**src/rtl/nn_feature_sequencer.sv**
```systemverilog
// rtl/nn_feature_sequencer.sv - captures a sonar sample, streams features to a serial net, latches its results
module nn_feature_sequencer #(
  parameter int N_FEAT  = 60,
  parameter int W       = 16,
  parameter int TIMEOUT = 1023
) (
  input  logic                  clk,
  input  logic                  reset,
  input  logic                  start,
  input  logic                  abort,
  input  logic [N_FEAT*W-1:0]   uzorak,
  output logic [W-1:0]          feat_data,
  output logic [5:0]            feat_idx,
  output logic                  feat_valid,
  output logic                  feat_last,
  input  logic                  feat_ready,
  input  logic                  res_valid,
  input  logic [W-1:0]          izlaz_1,
  input  logic [W-1:0]          izlaz_2,
  output logic [W-1:0]          rezultat_1,
  output logic [W-1:0]          rezultat_2,
  output logic                  indikator_1,
  output logic                  indikator_2,
  output logic                  busy,
  output logic                  done,
  output logic                  error
);

  localparam int CW = $clog2(TIMEOUT + 1);

  typedef enum logic [2:0] {
    S_IDLE   = 3'd0,
    S_LOAD   = 3'd1,
    S_STREAM = 3'd2,
    S_WAIT   = 3'd3,
    S_DONE   = 3'd4
  } state_t;

  state_t              state_q, state_d;
  logic [N_FEAT*W-1:0] shreg_q, shreg_d;
  logic [5:0]          idx_q, idx_d;
  logic [CW-1:0]       cnt_q, cnt_d;
  logic                feat_valid_q, feat_valid_d;
  logic                busy_q, busy_d;
  logic                done_q, done_d;
  logic                error_q, error_d;
  logic [W-1:0]        rez1_q, rez1_d;
  logic [W-1:0]        rez2_q, rez2_d;
  logic                ind1_q, ind1_d;
  logic                ind2_q, ind2_d;

  logic                is_last;

  // Feature 0 sits in the top slice; each accepted feature shifts the next one up.
  assign is_last     = (idx_q == 6'(N_FEAT - 1));
  assign feat_data   = shreg_q[N_FEAT*W-1 -: W];
  assign feat_idx    = idx_q;
  assign feat_valid  = feat_valid_q;
  assign feat_last   = feat_valid_q & is_last;
  assign rezultat_1  = rez1_q;
  assign rezultat_2  = rez2_q;
  assign indikator_1 = ind1_q;
  assign indikator_2 = ind2_q;
  assign busy        = busy_q;
  assign done        = done_q;
  assign error       = error_q;

  // Next-state and registered-output computation; abort overrides everything but reset.
  always_comb begin
    state_d      = state_q;
    shreg_d      = shreg_q;
    idx_d        = idx_q;
    cnt_d        = cnt_q;
    feat_valid_d = feat_valid_q;
    busy_d       = busy_q;
    done_d       = 1'b0;
    error_d      = error_q;
    rez1_d       = rez1_q;
    rez2_d       = rez2_q;
    ind1_d       = ind1_q;
    ind2_d       = ind2_q;

    if (abort) begin
      state_d      = S_IDLE;
      feat_valid_d = 1'b0;
      busy_d       = 1'b0;
    end else begin
      case (state_q)
        S_IDLE: begin
          if (start) begin
            shreg_d = uzorak;
            idx_d   = '0;
            cnt_d   = '0;
            error_d = 1'b0;
            rez1_d  = '0;
            rez2_d  = '0;
            ind1_d  = 1'b0;
            ind2_d  = 1'b0;
            busy_d  = 1'b1;
            state_d = S_LOAD;
          end
        end
        S_LOAD: begin
          feat_valid_d = 1'b1;
          state_d      = S_STREAM;
        end
        S_STREAM: begin
          if (feat_valid_q && feat_ready) begin
            shreg_d = shreg_q << W;
            if (is_last) begin
              feat_valid_d = 1'b0;
              cnt_d        = '0;
              state_d      = S_WAIT;
            end else begin
              idx_d = idx_q + 6'd1;
            end
          end
        end
        S_WAIT: begin
          cnt_d = cnt_q + CW'(1);
          // A result arriving on the terminal count still counts as success.
          if (res_valid) begin
            rez1_d  = izlaz_1;
            rez2_d  = izlaz_2;
            ind1_d  = ($signed(izlaz_1) > $signed(izlaz_2));
            ind2_d  = ~($signed(izlaz_1) > $signed(izlaz_2));
            busy_d  = 1'b0;
            done_d  = 1'b1;
            state_d = S_DONE;
          end else if (cnt_q == CW'(TIMEOUT - 1)) begin
            error_d = 1'b1;
            rez1_d  = '0;
            rez2_d  = '0;
            ind1_d  = 1'b0;
            ind2_d  = 1'b0;
            busy_d  = 1'b0;
            done_d  = 1'b1;
            state_d = S_DONE;
          end
        end
        S_DONE: begin
          state_d = S_IDLE;
        end
        default: begin
          state_d      = S_IDLE;
          feat_valid_d = 1'b0;
          busy_d       = 1'b0;
        end
      endcase
    end
  end

  // State and output registers with synchronous reset.
  always_ff @(posedge clk) begin
    if (reset) begin
      state_q      <= S_IDLE;
      shreg_q      <= '0;
      idx_q        <= '0;
      cnt_q        <= '0;
      feat_valid_q <= 1'b0;
      busy_q       <= 1'b0;
      done_q       <= 1'b0;
      error_q      <= 1'b0;
      rez1_q       <= '0;
      rez2_q       <= '0;
      ind1_q       <= 1'b0;
      ind2_q       <= 1'b0;
    end else begin
      state_q      <= state_d;
      shreg_q      <= shreg_d;
      idx_q        <= idx_d;
      cnt_q        <= cnt_d;
      feat_valid_q <= feat_valid_d;
      busy_q       <= busy_d;
      done_q       <= done_d;
      error_q      <= error_d;
      rez1_q       <= rez1_d;
      rez2_q       <= rez2_d;
      ind1_q       <= ind1_d;
      ind2_q       <= ind2_d;
    end
  end

endmodule

```
**config.mk**
```make
export PLATFORM = sky130hd
export DESIGN_NAME = nn_feature_sequencer
export DESIGN_NICKNAME = d
export VERILOG_FILES = /design/src/rtl/nn_feature_sequencer.sv
export SDC_FILE = /design/constraint.sdc
export NUM_CORES = 2
export LEC_CHECK = 0
export CORE_AREA = 2 2 409 411
export CTS_BUF_LIST = sky130_fd_sc_hd__clkbuf_16
export CTS_CLUSTER_DIAMETER = 150
export DETAILED_ROUTE_END_ITERATION = 6
export DIE_AREA = 0 0 411 413
export PLACE_DENSITY = 0.58
export SLEW_MARGIN = 20
export SYNTH_ARGS = -nofsm -noshare
export SYNTH_HDL_FRONTEND = slang
export SYNTH_SLANG_ARGS = --single-unit
```
**constraint.sdc**
```tcl
create_clock -name clk -period 1.94 [get_ports clk]
set_input_delay 0.291 -clock clk [delete_from_list [all_inputs] [get_ports clk]]
set_output_delay 0.291 -clock clk [all_outputs]
set_load 0.02 [all_outputs]
```
==> impl_metrics.yaml <==
sta:
  fin_worst_skew_ns: 0.0435
  period_needed_ns: 2.26
  hold_violations: 0
  clock.fmax_mhz: 443
  worst_slack_ns: -0.316
  slew_headroom: 0.537
  setup_viol: 990
  grt_setup_unrepaired: "yes"
  period_share: 1.16
  report.final.slew_viol_count: 0
  worst_pin_slew_ns: 0.694
worst_setup_path:
  cp_max_fo: 8
  reg2reg_depth: 11
  cp-start-kind: "register"
  crit_start: "state_q[1]$_SDFFE_PP0P_"
  end_kind: "register"
  crit_path_end: "shreg_q[148]$_SDFFE_PP0P_"
  critPathMaxStageDelay_ns: 0.41
  worstPathRequired_ns: 2.55
  r2r-start: "state_q[1]$_SDFFE_PP0P_"
  r2r_end: "shreg_q[148]$_SDFFE_PP0P_"
  r2r_setup_slack_ns: -0.32
  crit_slowest_cell: "or3b_4"
  cpMostUsedCell: "buf_4"
  cp_data_arrival_time_ns: 2.86
  critPathKind: "register to register"
  path_cells: "buf_4, buf_4, or3b_4, buf_12, buf_8, buf_16, buf_16, buf_4, clkbuf_16, nand2_1, a311oi_1"
floorplanning:
  pin_count: 1059
  rows: 150
  die-area_sq_mm: 0.170
  die_h_microns: 413
  die_x_microns: 411
  core_sq_mm: 0.166
  start_util: 0.262
detailed_routing:
  drc: 6
  ant_nets: 0
  first_pass_iters: 7
  drt_iter0_drc: 4296
  viasPerCell: 5.18
  wl_per_cell_microns: 23.1
  routed_wl_microns: 212000
  vias: 47600
logic_synthesis:
  synth_ff_type: "dfxtp_1"
  synth_top_family_by_area: "simple AND/OR/NAND/NOR gates"
  ys_warn_count: 0
  synth-seq-cells: 1017
  yosysUniqueCellTypes: 48
  synthSimpleGateAreaFrac: 0.260
  synth-adder-area-share: 0.00547
  syn_inst: 5626
  synth_nets: 6643
  synthXorXnorAreaFrac: 0.00242
  synth_edf_count: 0
  synth_area_per_cell_sq_um: 7.73
  synthMuxAreaShare: 0.000230
  synth_top_cell_area_share: 0.468
  synth_seq_area_share: 0.468
  synth_area_leaders: "dfxtp_1 47%, a311oi_1 19%, nand2_1 16%"
  synth_compound_area_frac: 0.205
  netlist_area_sq_mm: 0.0435
  yosysTopAreaCell: "dfxtp_1"
  synthArstFlopShare: 0
outcome:
  outcome: "finished with violations"
  violations: "DRC, setup timing"
placement:
  place.gp.congestion: 0.904
  dp_hpwl_microns: 146000
  dp.cells: 8671
  pre_cts_slack_ns: -0.708
  portBuffers: 1058
global_routing:
  grt_overflow_total: 0
  grt_pass1_wl_microns: 289000
  antenna_found_initial: 68
  grt_max_degree: 105
  grt_pass1_vias: 44500
  track_usage: 0.225
power_and_ir_drop:
  pwr-share-clk: 0.398
  report.power.total_mw: 54.4
  p_seq_frac: 0.429
  comb_power_share: 0.172
  p_sw_frac: 0.272
  p_leak_nw: 26.2
  power_density_mw_per_mm2: 783
  p_int_mw: 39.6
  p_sw_mw: 14.8
  ir_worst_vdd_uv: 671
clocking:
  htree_levels: 3
  cts_buffer_depth: 3
  cts.clk_slew.worst_paths_ns: 0.06
  cts_tree: "built"
  cts_num_sinks: 1017
  numCtsBuffers: 113
  worstSkewPairLatency_ns: 0.75
  cts_root_buf: "clkbuf_16"
run:
  maxCapViolations: 0
cells_and_area:
  drive_gt1_frac: 0.164
  post-route-util: 0.418
  nNetsFinal: 7862
  area_delta_synth_final_pct: 59.7
  stdcell_count: 9191
hold_path:
  worstHoldPathCells: 3
  hold_path_class: "input pin to register"
## routing by layer
metal	global-route usage	vias to the layer above	wire [microns]
met5	0	-	198
met4	0.103	36	9360
met3	0.0448	438	15500
met2	0.359	1995	97700
met1	0.291	23000	89300
li1	-	22200	-
## synthesized netlist by cell type, types with 2 or more instances
library cell,instances
nor2_1,1011
nand2b_1,2
nor3_1,7
o21ai_0,5
dfxtp_1,1017
ha_1,19
nand2_1,1897
a2111oi_2,2
buf_1,3
and2_1,5
a211oi_1,3
a311oi_1,944
a21oi_1,15
xnor2_1,2
clkbuf_1,315
buf_4,20
buf_2,226
or3_1,2
buf_6,2
xor2_1,10
inv_1,20
nor4_1,5
nand3_1,6
nand3b_1,2
and3_1,5
and4_1,2
nand4_1,9
a22oi_1,49
a21o_1,2
## final cells by class
type                            count  area (sq um)
Antenna cell                       49           123
Timing Repair Buffer             1670         19900
Inverter                           20          75.1
Sequential cell                  1017         20400
Tap cell                         2204          2760
Clock buffer                      115          2880
Fill cell                       16400         96500
Clock inverter                     93           786
Multi-Input combinational cell   4023         22500
## critical path, delay by kind of cell, from the launching register on
kind                   cells  cell delay [ns]
and+or+nand+nor            2             0.49
AOI/OAI and AO/OA          1             0.10
DFF                        1             0.38
buffers and inverters      8             1.15
## cell usage in the layout (no fill, tap or decap), types with 3 or more instances in the layout
master | Yosys | layout
clkinv_16 | 0 | 3
nand3_1 | 6 | 6
inv_6 | 0 | 4
and2_1 | 5 | 4
and3_1 | 5 | 4
ha_1 | 19 | 18
bufinv_16 | 0 | 11
dfxtp_1 | 1017 | 1013
a311oi_2 | 0 | 134
nand2_2 | 0 | 28
nor2_1 | 1011 | 842
clkbuf_16 | 0 | 178
clkinv_1 | 0 | 31
buf_12 | 0 | 108
buf_16 | 0 | 75
a22oi_1 | 49 | 49
nand4_1 | 9 | 9
a21oi_1 | 15 | 15
dlygate4sd2_1 | 0 | 5
nor2_2 | 0 | 77
diode_2 | 0 | 49
clkinv_2 | 0 | 13
a311oi_1 | 944 | 810
nand2_1 | 1897 | 1856
o21ai_0 | 5 | 5
buf_8 | 0 | 44
clkdlybuf4s15_2 | 0 | 6
inv_1 | 20 | 47
nand2_4 | 0 | 12
dfxtp_2 | 0 | 3
clkdlybuf4s50_1 | 0 | 1041
nor4_1 | 5 | 4
buf_4 | 20 | 252
buf_6 | 2 | 63
bufbuf_16 | 0 | 9
nor3_1 | 7 | 7
nor2_4 | 0 | 92
xor2_1 | 10 | 10
## power groups by stage
stage	logic, mW	registers, mW	clock network (mW)
finish	9.36	23.3	21.7
global route	10.0	23.5	22.9
CTS	8.39	23.2	22.0
detailed placement	7.34	23.7	0
global placement	7.24	23.6	0
floorplan	3.52	23.3	0
## logic make-up (layout without fill, tap and decap cells)
kind of cell    count (synthesis)  count (layout)
other cells                     0              49
mux                             1               1
compound gates               1029            1029
flops                        1017            1017
xor+xnor                       12              12
fa+ha+maj                      19              19
buf+inv                       586            1898
simple gates                 2962            2962
## registers in the layout, summed over array words and instances (netlist names)
| register | flops |
|---|---|
| shreg_q | 960 |
| error | 1 |
| feat_valid | 1 |
| rezultat_1 | 16 |
| cnt_q | 10 |
| indikator_1 | 1 |
| feat_idx | 6 |
| busy | 1 |
| done | 1 |
| state_q | 3 |
| indikator_2 | 1 |
| rezultat_2 | 16 |
## per-stage QoR
| step | TNS [ns] | hold WS (ns) | area (sq um) |
|---|---|---|---|
| 2_1_floorplan | -0.00301 | 0.439 | 43500 |
| 3_3_place_gp | -477.42 | 0.459 | 58300 |
| 3_5_place_dp | -532.00 | 0.466 | 58300 |
| 4_1_cts | -163.20 | 0.0476 | 65300 |
| 5_1_grt | -254.75 | 0.0988 | 69400 |
| 6_report | -140.63 | 0.108 | 69400 |
## what timing repair did
action                      CTS  global route
hold endpoints to repair      1             0
cloned                       69            69
hold buffers                  1             0
pin swaps                    98           173
setup endpoints to repair  1012          1048
resized for setup           237           526
buffers inserted             66            82
## how the worst min path moves through the flow
stage / to / slack (ns) / from
finish: shreg_q[414]$_SDFFE_PP0P_ / 0.11 / uzorak[414]
floorplan: shreg_q[0]$_SDFFE_PP0P_ / 0.44 / uzorak[0]
global route: shreg_q[508]$_SDFFE_PP0P_ / 0.1 / uzorak[508]
detailed placement: shreg_q[922]$_SDFFE_PP0P_ / 0.47 / shreg_q[906]$_SDFFE_PP0P_
global placement: shreg_q[488]$_SDFFE_PP0P_ / 0.46 / shreg_q[472]$_SDFFE_PP0P_
CTS: shreg_q[56]$_SDFFE_PP0P_ / 0.05 / uzorak[56]
Note: power is estimated with default switching activity, not from simulation.
